==> config.mk <==
export PLATFORM = sky130hd
export DESIGN_NAME = sobel_frame_ctrl
export DESIGN_NICKNAME = d
export VERILOG_FILES = /design/src/rtl/sobel_frame_ctrl.sv
export SDC_FILE = /design/constraint.sdc
export NUM_CORES = 1
export LEC_CHECK = 0
export ABC_AREA = 1
export CORE_MARGIN = 2
export CORE_UTILIZATION = 35
export DETAILED_ROUTE_END_ITERATION = 12
export GPL_ROUTABILITY_DRIVEN = 0
export PLACE_DENSITY_LB_ADDON = 0.1
export SLEW_MARGIN = 15
export SYNTH_ARGS = -nofsm -noshare
export SYNTH_HDL_FRONTEND = slang
export SYNTH_SLANG_ARGS = --single-unit
export TNS_END_PERCENT = 30
==> constraint.sdc <==
create_clock -name clk -period 4.4 [get_ports clk]
set_clock_uncertainty 0.1 [all_clocks]
set_input_delay 0.66 -clock clk [delete_from_list [all_inputs] [get_ports clk]]
set_output_delay 0.66 -clock clk [all_outputs]
set_load 0.03 [all_outputs]
==> src/rtl/sobel_frame_ctrl.sv <==
// sobel_frame_ctrl: frame-level sequencer for the sobel_filter datapath.
// Accepts a frame request, pulses the filter start, streams N=W*H input
// pixel addresses in raster order, captures up to M=(W-2)*(H-2) filter
// outputs at consecutive write addresses, then reports done / error.
//
// Ports:
//   clk, rst_n        clock, asynchronous active-low reset
//   frame_req, abort  host control (frame_req sampled in IDLE only)
//   frame_ack         one-cycle pulse on request accept
//   busy              high in every state but IDLE
//   frame_done        one-cycle pulse on frame completion
//   frame_err         error status, valid with frame_done, held until next accept
//   aborted           one-cycle pulse when an abort is taken
//   rd_en, rd_addr    input frame buffer read port
//   flt_start         filter start pulse
//   flt_valid_out     filter output valid
//   flt_done          filter frame done
//   wr_en, wr_addr    output frame buffer write port (same-cycle as flt_valid_out)
module sobel_frame_ctrl #(
   parameter int unsigned IMG_WIDTH     = 256,
   parameter int unsigned IMG_HEIGHT    = 256,
   parameter int unsigned ADDR_W        = 16,
   parameter int unsigned DRAIN_TIMEOUT = 4096
) (
   input  logic              clk,
   input  logic              rst_n,
   input  logic              frame_req,
   input  logic              abort,
   output logic              frame_ack,
   output logic              busy,
   output logic              frame_done,
   output logic              frame_err,
   output logic              aborted,
   output logic              rd_en,
   output logic [ADDR_W-1:0] rd_addr,
   output logic              flt_start,
   input  logic              flt_valid_out,
   input  logic              flt_done,
   output logic              wr_en,
   output logic [ADDR_W-1:0] wr_addr
);

   localparam int unsigned NPIX = IMG_WIDTH * IMG_HEIGHT;
   localparam int unsigned NOUT = (IMG_WIDTH - 2) * (IMG_HEIGHT - 2);
   localparam int unsigned TO_W = $clog2(DRAIN_TIMEOUT + 1);

   localparam logic [ADDR_W-1:0] LAST_RD = ADDR_W'(NPIX - 1);
   localparam logic [ADDR_W-1:0] WR_MAX  = ADDR_W'(NOUT);
   localparam logic [TO_W-1:0]   TO_LIM  = TO_W'(DRAIN_TIMEOUT);

   typedef enum logic [2:0] {
      S_IDLE  = 3'd0,
      S_START = 3'd1,
      S_FEED  = 3'd2,
      S_DRAIN = 3'd3,
      S_DONE  = 3'd4
   } state_t;

   state_t state;
   state_t next_state;

   logic [ADDR_W-1:0] wcnt;
   logic [TO_W-1:0]   tcnt;
   logic              ovf;

   // next-cycle values of registered outputs and counters
   logic              frame_ack_d;
   logic              busy_d;
   logic              frame_done_d;
   logic              frame_err_d;
   logic              aborted_d;
   logic              rd_en_d;
   logic [ADDR_W-1:0] rd_addr_d;
   logic              flt_start_d;
   logic [ADDR_W-1:0] wcnt_d;
   logic [TO_W-1:0]   tcnt_d;
   logic              ovf_d;

   logic              accept;
   logic              abort_take;
   logic              capture;
   logic              ovf_now;
   logic [TO_W-1:0]   tcnt_inc;
   logic              timeout_hit;

   assign accept      = (state == S_IDLE) && frame_req;
   assign abort_take  = (state != S_IDLE) && abort;
   assign tcnt_inc    = tcnt + TO_W'(1);
   assign timeout_hit = (state == S_DRAIN) && (tcnt_inc == TO_LIM);

   // Output capture: writes are combinational so they land with the filter valid.
   assign capture = (state == S_FEED) || (state == S_DRAIN) || (state == S_DONE);
   assign wr_en   = capture && flt_valid_out && (wcnt < WR_MAX);
   assign ovf_now = capture && flt_valid_out && (wcnt >= WR_MAX);
   assign wr_addr = wcnt;

   // State register
   always_ff @(posedge clk or negedge rst_n) begin
      if (!rst_n) state <= S_IDLE;
      else        state <= next_state;
   end

   // Next-state logic; abort overrides every other transition
   always_comb begin
      next_state = state;
      case (state)
         S_IDLE:  if (frame_req) next_state = S_START;
         S_START: next_state = S_FEED;
         S_FEED:  if (rd_addr == LAST_RD) next_state = S_DRAIN;
         S_DRAIN: if (flt_done || timeout_hit) next_state = S_DONE;
         S_DONE:  next_state = S_IDLE;
         default: next_state = S_IDLE;
      endcase
      if (abort_take) next_state = S_IDLE;
   end

   // Output / counter next values, decoded from the upcoming state
   always_comb begin
      frame_ack_d  = accept;
      busy_d       = (next_state != S_IDLE);
      flt_start_d  = (next_state == S_START);
      rd_en_d      = (next_state == S_FEED);
      frame_done_d = (next_state == S_DONE);
      aborted_d    = abort_take;
      rd_addr_d    = rd_addr;
      wcnt_d       = wcnt;
      tcnt_d       = tcnt;
      ovf_d        = ovf | ovf_now;
      frame_err_d  = frame_err;

      if (accept) begin
         rd_addr_d   = '0;
         wcnt_d      = '0;
         tcnt_d      = '0;
         ovf_d       = 1'b0;
         frame_err_d = 1'b0;
      end else begin
         if ((state == S_FEED) && (next_state == S_FEED))
            rd_addr_d = rd_addr + ADDR_W'(1);
         if (wr_en)
            wcnt_d = wcnt + ADDR_W'(1);
         if (state == S_DRAIN)
            tcnt_d = tcnt_inc;
         // Error is evaluated on DONE entry with this cycle's write included;
         // a flt_done coinciding with the timeout counts as a normal finish.
         if ((state == S_DRAIN) && (next_state == S_DONE))
            frame_err_d = (timeout_hit && !flt_done) || (wcnt_d != WR_MAX) || ovf_d;
         else if (state == S_DONE)
            frame_err_d = frame_err | ovf_now;
      end
   end

   // Registered outputs and datapath counters
   always_ff @(posedge clk or negedge rst_n) begin
      if (!rst_n) begin
         frame_ack  <= 1'b0;
         busy       <= 1'b0;
         frame_done <= 1'b0;
         frame_err  <= 1'b0;
         aborted    <= 1'b0;
         rd_en      <= 1'b0;
         rd_addr    <= '0;
         flt_start  <= 1'b0;
         wcnt       <= '0;
         tcnt       <= '0;
         ovf        <= 1'b0;
      end else begin
         frame_ack  <= frame_ack_d;
         busy       <= busy_d;
         frame_done <= frame_done_d;
         frame_err  <= frame_err_d;
         aborted    <= aborted_d;
         rd_en      <= rd_en_d;
         rd_addr    <= rd_addr_d;
         flt_start  <= flt_start_d;
         wcnt       <= wcnt_d;
         tcnt       <= tcnt_d;
         ovf        <= ovf_d;
      end
   end

endmodule

==> reports/metrics.csv, run 1 <==
stage;metric;value;unit
sta;period_share;76.0;%
placed_design;portBuffers;45;
sta;hold_violations;0;
global_routing;antenna_found_initial;0;
yosys;synth.most_common_cell;nand2_1;
cts;cts.clk_slew.worst_paths;100;ps
cts;cts_hold_buf;0;
yosys;synthFlopType;dfrtp_1;
yosys;synth_area_leaders;dfrtp_1, nand2_1, nand3_1;
yosys;syn_area;3500;sq um
route;vias;3198;
floorplanning;dieArea;10800;sq um
route;route.detailed.drc;0;
setup_path;crit_path_start_kind;input pin;
cts;clock_sinks;56;
floorplanning;die_y;104;microns
min_path;hp-class;input pin to async pin;
route;routed_via_density;4.68;
finish;syn_to_final_growth;19.1;%
cts;postCtsSetupRepairBufs;0;
finish;layout-drive-gt1-share;5.08;%
floorplanning;core;9730;sq um
floorplanning;placementRows;36;
power_and_ir_drop;peakVddDrop;0.000149;V
sta;finalCriticalPeriod;3340;ps
cts;cts_tree;yes;
route;antenna_left;0;
global_routing;grt_overflow;0;
cts;numCtsBuffers;5;
cts;htreeDepth;2;
global_routing;grt.total_usage;16.8;%
yosys;yosysTopAreaCell;dfrtp_1;
setup_path;crit_arrival;2580;ps
yosys;ys_warn_count;0;
setup_path;crit_fanout;16;
global_routing;grt_pass1_vias;3189;
floorplanning;pin_count;46;
power_and_ir_drop;p_per_area;399;nW/um^2
yosys;synth.avg_cell_area;6.93;sq um
route;wire_per_inst;12.7;microns
setup_path;end_kind;primary output;
sta;maxSlewViolCount;0;
yosys;netlist_instances;506;
cts;clock_latency;310;ps
floorplanning;die_w;104;microns
sta;slew_headroom;32.4;%
job;cap_viol_max_count;0;
power_and_ir_drop;power.leakage;1.99;nW
yosys;yosysTopAreaCellShare;40.0;%
cts;cts_buffer_depth;2;
cts;cts_root_buf;clkbuf_8;
cts;postCtsResizedCells;0;
sta;rsz0062_at_grt;no;
yosys;synth_seq_area_share;40.0;%
setup_path;path_class;input pin to primary output;
yosys;ys_types;31;
route;drt_iter0_drc;143;
placed_design;place_inst;676;
floorplanning;start_util;36.0;%
route;firstDrtPassIters;4;
finish;instances_no_fill;684;
finish;fillers;1059;
sta;setup_viol;0;
yosys;synth_enable_flop_cells;0;
route;wl;8.70;mm
sta;fmax;299;MHz
setup_path;rrSetupSlack;1900;ps
run_status;outcome;finished clean;
yosys;synthArstFlopShare;100;%
yosys;synth_common_cells;nand2_1, nor2_1, inv_1;
global_routing;grt_max_degree;37;
yosys;synth-seq-cells;56;
setup_path;critical_path_required;3640;ps
placed_design;place_hpwl;6.45;mm
yosys;synthesis.nets;516;
sta;tightest_slew;1010;ps
finish;nets;560;
finish;antenna_cells;0;
sta;fin_tns_setup;0;ps
global_routing;grt_pass1_wl;15.0;mm
power_and_ir_drop;total_power;1.67;mW
cells by family (layout without fill, tap and decap cells):
group | count (synthesis) | after routing | share of synthesized area (%)
adder cells (fa/ha/maj) | 4 | 4 | 1.43
XOR/XNOR | 23 | 23 | 5.75
AND/OR/NAND/NOR | 320 | 320 | 39.8
AO/OA/AOI/OAI | 27 | 27 | 4.64
flip-flops | 56 | 56 | 40.0
buffers and inverters | 76 | 121 | 8.43
cells in the final DEF, fill, tap and decap left out, types with 2 or more instances in the layout:
cell type and instances:
o22ai_1 7, nand2_2 4, xor2_1 21, nor2_1 72, nor3b_1 2, xnor2_1 2
nand2_4 2, ha_1 4, nand3_2 3, nor2_2 4, clkdlybuf4s50_1 44, nand4_1 6
a21oi_1 3, nand2_1 155, clkbuf_1 2, inv_1 64, buf_4 2, nor3_1 9
nand3_1 58, dfrtp_1 56, o21ai_0 13, clkbuf_8 6, nor4_1 2
flip-flops by register name (all words and copies together), names as in the netlist:
register / flops
ovf: 1
rd_addr: 16
flt_start: 1
frame_err: 1
tcnt: 13
busy: 1
frame_done: 1
wr_addr: 16
frame_ack: 1
aborted: 1
state: 3
rd_en: 1
cell type report:
cell class	count	area (sq um)	share of cell area (%)
Clock buffer	8	90.1	2.16
Sequential cell	56	1400	33.6
Inverter	66	248	5.94
Tap cell	133	166	3.99
Timing Repair Buffer	47	460	11.0
Multi-Input combinational cell	374	1810	43.3
worst max-delay path: stages:
cell	delay, ps
clkdlybuf4s50_1	480
nand2_1	70
inv_1	190
nand2_2	240
clkinv_1	240
clkdlybuf4s50_1	700
per-layer routing:
| metal | global-route usage [%] | up-vias | wire [microns] |
|---|---|---|---|
| li1 | - | 1682 | - |
| met1 | 21.4 | 1459 | 4190 |
| met2 | 29.0 | 45 | 4080 |
| met3 | 2.88 | 12 | 295 |
| met4 | 5.02 | 0 | 141 |
| met5 | 0 | - | 0 |
through the flow:
step                utilization (%)  setup WS (ps)  hold WS, ps  area, sq um
floorplan                         -           2060          264         3500
global placement               42.0           1090          366         4080
detailed placement             42.0           1050          374         4080
CTS                            42.9           1050          214         4170
global route                   42.9            883          225         4170
finish                         42.9           1060          205         4170
power by group:
part,internal [mW],switching (mW),total [mW]
logic,0.235,0.457,0.692
registers,0.590,0.0923,0.682
clock network,0.129,0.164,0.293
worst paths after layout:
check | start | endpoint | cells past startpoint
hold / removal | rst_n | tcnt[8]$_DFFE_PN0P_ | 1
hold reg to reg | ovf$_DFF_PN0_ | ovf$_DFF_PN0_ | 2
min in group clk | ovf$_DFF_PN0_ | ovf$_DFF_PN0_ | 2
setup / recovery | flt_valid_out | wr_en | 6
setup reg to reg | wr_addr[11]$_DFF_PN0_ | frame_err$_DFFE_PN0P_ | 12
max in group asynchronous | rst_n | wr_addr[13]$_DFF_PN0_ | 2
Power figures use the tool's default switching activity.
==> run 2: changes to the inputs <==
==> constraint.sdc (replaced) <==
create_clock -name clk -period 3.5 [get_ports clk]
set_clock_uncertainty 0.1 [all_clocks]
set_input_delay 0.525 -clock clk [delete_from_list [all_inputs] [get_ports clk]]
set_output_delay 0.525 -clock clk [all_outputs]
set_load 0.03 [all_outputs]
==> reports/metrics.csv, run 2 (synthesized netlist as in run 1, its figures left out) <==
stage;metric;value;unit;change
run_status;outcome;finished clean;;
setup_path;critPathTopFamily;buffers and inverters;;
floorplanning;dieArea;10800;sq um;unchanged
finish;regArea;1400;sq um;unchanged
setup_path;end_kind;primary output;;
global_routing;grt_pass1_wl;15.3;mm;+1.6%
setup_path;crit_fanout;10;;-6
cts;cts_buffer_depth;2;;unchanged
power_and_ir_drop;peakVddDrop;0.000245;V;+65%
finish;fillers;1040;;-1.8%
finish;instances_no_fill;686;;+0.29%
route;vias;3261;;+2.0%
global_routing;grt_pass1_vias;3268;;+2.5%
power_and_ir_drop;p_per_area;501;nW/um^2;+26%
route;drt_iter0_drc;149;;+4.2%
setup_path;critical_path_required;2870;ps;-770 ps
cts;cts_hold_buf;0;;unchanged
cts;clock_latency;300;ps;about the same
setup_path;critPathMaxStageDelay;680;ps;-20 ps
finish;layout-drive-gt1-share;5.42;%;+0.34 points
sta;rsz0062_at_grt;no;;
job;cap_viol_max_count;0;;unchanged
power_and_ir_drop;power.leakage;2.00;nW;+0.47%
power_and_ir_drop;p_int;1.20;mW;+26%
route;route.detailed.drc;0;;unchanged
sta;fin_tns_setup;0;ps;unchanged
setup_path;crit_chain;nand2_1 -> nor3_1 -> o21ai_2 -> nand2_2 -> clkinv_1 -> clkdlybuf4s50_1;;
setup_path;crit_arrival;2360;ps;-220 ps
route;routed_via_density;4.75;;+1.7%
power_and_ir_drop;p_sw;0.896;mW;+26%
power_and_ir_drop;switching_share;42.7;%;-0.12 points
sta;fmax;335;MHz;
cts;postCtsSetupRepairBufs;0;;unchanged
route;wl;8.72;mm;+0.22%
finish;nets;562;;+0.36%
global_routing;grt_max_degree;37;;unchanged
cts;cts_root_buf;clkbuf_8;;
floorplanning;core;9730;sq um;unchanged
global_routing;grt_overflow;0;;unchanged
setup_path;path_class;register to primary output;;
setup_path;critPathBufInv;2;;-2
sta;hold_violations;0;;unchanged
cts;cts.clk_slew.worst_paths;100;ps;about the same
global_routing;antenna_found_initial;0;;unchanged
sta;finalCriticalPeriod;2990;ps;
setup_path;crit_path_start_kind;register;;
min_path;hp-class;input pin to async pin;;
finish;syn_to_final_growth;19.5;%;
cts;htreeDepth;2;;unchanged
floorplanning;pin_count;46;;unchanged
sta;slew_headroom;54.9;%;+22 points
cts;postCtsResizedCells;0;;unchanged
floorplanning;start_util;36.0;%;unchanged
route;wire_per_inst;12.7;microns;about the same
setup_path;slowest_stage;clkdlybuf4s50_1;;
sta;maxSlewViolCount;0;;unchanged
placed_design;place_hpwl;6.45;mm;about the same
floorplanning;die_w;104;microns;unchanged
finish;mostFrequentLayoutCells;nand2_1, nor2_1, inv_1;;
power_and_ir_drop;power_frac_clock;17.6;%;about the same
sta;setup_viol;0;;unchanged
finish;mostFrequentLayoutCell;nand2_1;;
placed_design;place_inst;678;;+0.30%
sta;period_share;85.4;%;
floorplanning;placementRows;36;;unchanged
power_and_ir_drop;power_frac_comb;41.6;%;about the same
finish;multiInputGateArea;1810;sq um;unchanged
sta;tightest_slew;671;ps;-341 ps
placed_design;portBuffers;45;;unchanged
route;firstDrtPassIters;5;;+1
power_and_ir_drop;seq_power_share;40.8;%;about the same
route;antenna_left;0;;unchanged
cts;numCtsBuffers;5;;unchanged
cts;cts_tree;yes;;
cts;clock_sinks;56;;unchanged
finish;antenna_cells;0;;unchanged
floorplanning;die_y;104;microns;unchanged
global_routing;grt.total_usage;17.0;%;+0.26 points
==> run 2: cell types whose count changed in the layout (fill, tap and decap cells not counted) <==
| cell | delta |
|---|---|
| buf_4 | +2 |
==> run 2: path summary, 6_finish.rpt <==
path                       slack, ps              startpoint  cells after the start                      to
min                               70                   rst_n                      1     tcnt[8]$_DFFE_PN0P_
max in group asynchronous       2360                   rst_n                      2           ovf$_DFF_PN0_
max reg2reg                     1020  rd_addr[0]$_DFFE_PN0P_                     12  rd_addr[5]$_DFFE_PN0P_
min reg2reg                      400           ovf$_DFF_PN0_                      2           ovf$_DFF_PN0_
min in group clk                 400           ovf$_DFF_PN0_                      2           ovf$_DFF_PN0_
max                              510   wr_addr[11]$_DFF_PN0_                      6                   wr_en
==> run 2: layout make-up <==
| type | count | area share (%) |
|---|---|---|
| clock buffers | 8 | 2.15 |
| multi-input cells | 374 | 43.2 |
| inverters | 66 | 5.91 |
| repair buffers | 49 | 11.4 |
| flip-flops and latches | 56 | 33.5 |
| well taps | 133 | 3.97 |
==> run 2: per-layer routing <==
layer | global-route usage [%] | vias up | wire length [microns]
met5 | 0 | - | 0
met4 | 4.54 | 0 | 106
met3 | 3.01 | 8 | 275
met2 | 29.7 | 53 | 4160
met1 | 21.7 | 1520 | 4180
li1 | - | 1680 | -
==> run 2: worst reg2reg max path, stage by stage (launching register included) <==
cell and delay (ps):
dfrtp_1 450, ha_1 260, nand2_1 90, nor3_1 420, nand2_1 90, nor2_1 120
a32oi_1 130, nand2_2 140, nand2_4 70, nand3_4 190, nand2_4 180, nand2_1 100
nand2_1 50
==> run 2: power by group through the flow <==
stage          Sequential, mW  Clock [mW]  Combinational, mW
2_1_floorplan            1.01           0              0.410
3_3_place_gp            0.868           0              0.878
3_5_place_dp            0.870           0              0.879
4_1_cts                 0.856       0.397              0.884
5_1_grt                 0.876       0.423              0.967
6_report                0.856       0.370              0.875
==> run 2: per-stage QoR <==
stage	area (sq um)	setup slack [ps]	hold WS, ps	total power, mW	util [%]
floorplan	3500	1160	129	1.42	-
global placement	4100	637	367	1.75	42.1
detailed placement	4100	612	380	1.75	42.1
CTS	4190	497	88.4	2.14	43.1
global route	4190	329	87.0	2.27	43.1
finish	4190	511	74.7	2.10	43.1
==> run 3: changes to the inputs <==
--- a/config.mk
+++ b/config.mk
@@ -6,7 +6,7 @@
 export NUM_CORES = 1
 export LEC_CHECK = 0
 export ABC_AREA = 1
-export CORE_MARGIN = 2
+export CORE_MARGIN = 8
 export CORE_UTILIZATION = 35
 export DETAILED_ROUTE_END_ITERATION = 12
 export GPL_ROUTABILITY_DRIVEN = 0
==> reports/metrics.csv, run 3 (synthesized netlist as in run 1, its figures left out) <==
stage;metric;value;unit;change
run_status;outcome;finished clean;;
route;drt_iter0_drc;96;;-36%
cts;cts_buffer_depth;2;;unchanged
job;cap_viol_max_count;0;;unchanged
sta;tightest_slew;625;ps;-46.2 ps
finish;nets;562;;unchanged
cts;cts_hold_buf;0;;unchanged
floorplanning;dieArea;13500;sq um;+24%
route;route.detailed.drc;0;;unchanged
sta;fmax;331;MHz;-1.0%
sta;hold_violations;0;;unchanged
sta;finalCriticalPeriod;3020;ps;+31.3 ps
floorplanning;die_y;116;microns;+12%
cts;cts_root_buf;clkbuf_8;;
route;wl;9.07;mm;+4.0%
setup_path;critPathMaxStageDelay;670;ps;about the same
sta;slew_headroom;58.0;%;+3.1 points
setup_path;crit_fanout;16;;+6
global_routing;grt_max_degree;37;;unchanged
cts;cts.clk_slew.worst_paths;100;ps;about the same
setup_path;crit_chain;nor2_1 -> nand2_1 -> nand2_1 -> nand2_1 -> inv_1 -> nand2_2 -> clkinv_1 -> clkdlybuf4s50_1;;
setup_path;end_kind;primary output;;
finish;syn_to_final_growth;18.9;%;
cts;cts_tree;yes;;
cts;clock_sinks;56;;unchanged
setup_path;crit_path_start_kind;register;;
sta;period_share;86.3;%;+0.89 points
cts;postCtsSetupRepairBufs;0;;unchanged
finish;layout-drive-gt1-share;5.27;%;-0.15 points
global_routing;antenna_found_initial;0;;unchanged
placed_design;portBuffers;45;;unchanged
finish;fillers;1064;;+2.3%
setup_path;critical_path_required;2870;ps;about the same
route;wire_per_inst;13.3;microns;+4.4%
global_routing;grt.total_usage;14.1;%;-2.9 points
power_and_ir_drop;p_per_area;497;nW/um^2;-0.84%
route;routed_via_density;4.75;;about the same
cts;htreeDepth;2;;unchanged
setup_path;path_class;register to primary output;;
setup_path;slowest_stage;clkdlybuf4s50_1;;
global_routing;grt_pass1_vias;3153;;-3.5%
finish;instances_no_fill;683;;-0.44%
placed_design;place_hpwl;6.82;mm;+5.8%
placed_design;place_inst;678;;unchanged
cts;postCtsResizedCells;0;;unchanged
route;antenna_left;0;;unchanged
power_and_ir_drop;power.leakage;1.99;nW;-0.43%
global_routing;grt_pass1_wl;15.4;mm;+0.54%
cts;clock_latency;310;ps;about the same
setup_path;rrSetupSlack;1040;ps;+20 ps
power_and_ir_drop;peakVddDrop;0.000186;V;-24%
setup_path;worst_path_most_repeated_cell;nand2_1;;
finish;antenna_cells;0;;unchanged
min_path;hp-class;input pin to async pin;;
sta;rsz0062_at_grt;no;;
setup_path;crit_arrival;2400;ps;+40 ps
floorplanning;start_util;36.0;%;unchanged
finish;mostFrequentLayoutCell;nand2_1;;
cts;numCtsBuffers;5;;unchanged
floorplanning;pin_count;46;;unchanged
floorplanning;placementRows;36;;unchanged
floorplanning;core;9730;sq um;unchanged
sta;setup_viol;0;;unchanged
route;vias;3246;;-0.46%
floorplanning;die_w;116;microns;+12%
finish;mostFrequentLayoutCells;nand2_1, nor2_1, inv_1;;
finish;multiInputGateArea;1810;sq um;unchanged
sta;maxSlewViolCount;0;;unchanged
finish;final_util;42.8;%;-0.22 points
route;firstDrtPassIters;5;;unchanged
finish;regArea;1400;sq um;unchanged
global_routing;grt_overflow;0;;unchanged
sta;fin_tns_setup;0;ps;unchanged
-- run 3: stage by stage --
step | hold slack [ps] | instance area (sq um) | setup slack, ps | total power, mW
floorplan | 129 | 3500 | 1160 | 1.42
global placement | 367 | 4100 | 573 | 1.75
detailed placement | 409 | 4100 | 539 | 1.76
CTS | 92.5 | 4170 | 418 | 2.11
global route | 99.7 | 4170 | 227 | 2.23
finish | 72.3 | 4170 | 480 | 2.07
-- run 3: worst max-delay path: cells and delay by family, from the launching register on --
family,cells,cell delay (ps)
DFF,1,420
buffers and inverters,3,970
and+or+nand+nor,5,710
-- run 3: routing by layer --
metal,up-vias,track usage [%],wire (microns)
li1,1673,-,-
met1,1506,17.7,4090
met5,-,0,0
met3,7,3.13,497
met4,0,3.28,84
met2,60,24.0,4400
-- run 3: power breakdown --
group | switching (mW) | internal, mW
clock network | 0.208 | 0.130
registers | 0.117 | 0.741
logic | 0.575 | 0.301
total | 0.900 | 1.17
-- run 3: final timing paths --
check                                      start               endpoint  cells past startpoint
hold / removal                             rst_n   tcnt[11]$_DFFE_PN0P_                      1
setup / recovery              state[1]$_DFF_PN0_                  wr_en                      8
min in group clk                   ovf$_DFF_PN0_          ovf$_DFF_PN0_                      2
hold reg to reg                    ovf$_DFF_PN0_          ovf$_DFF_PN0_                      2
setup reg to reg           wr_addr[14]$_DFF_PN0_  frame_err$_DFFE_PN0P_                     12
max in group asynchronous                  rst_n    tcnt[1]$_DFFE_PN0P_                      2
-- run 3: final cells by class --
| type | instances | area share (%) |
|---|---|---|
| Multi-Input combinational cell | 374 | 43.4 |
| Sequential cell | 56 | 33.6 |
| Timing Repair Buffer | 49 | 11.4 |
| Inverter | 66 | 5.94 |
| Tap cell | 133 | 3.99 |
| Clock buffer | 5 | 1.65 |
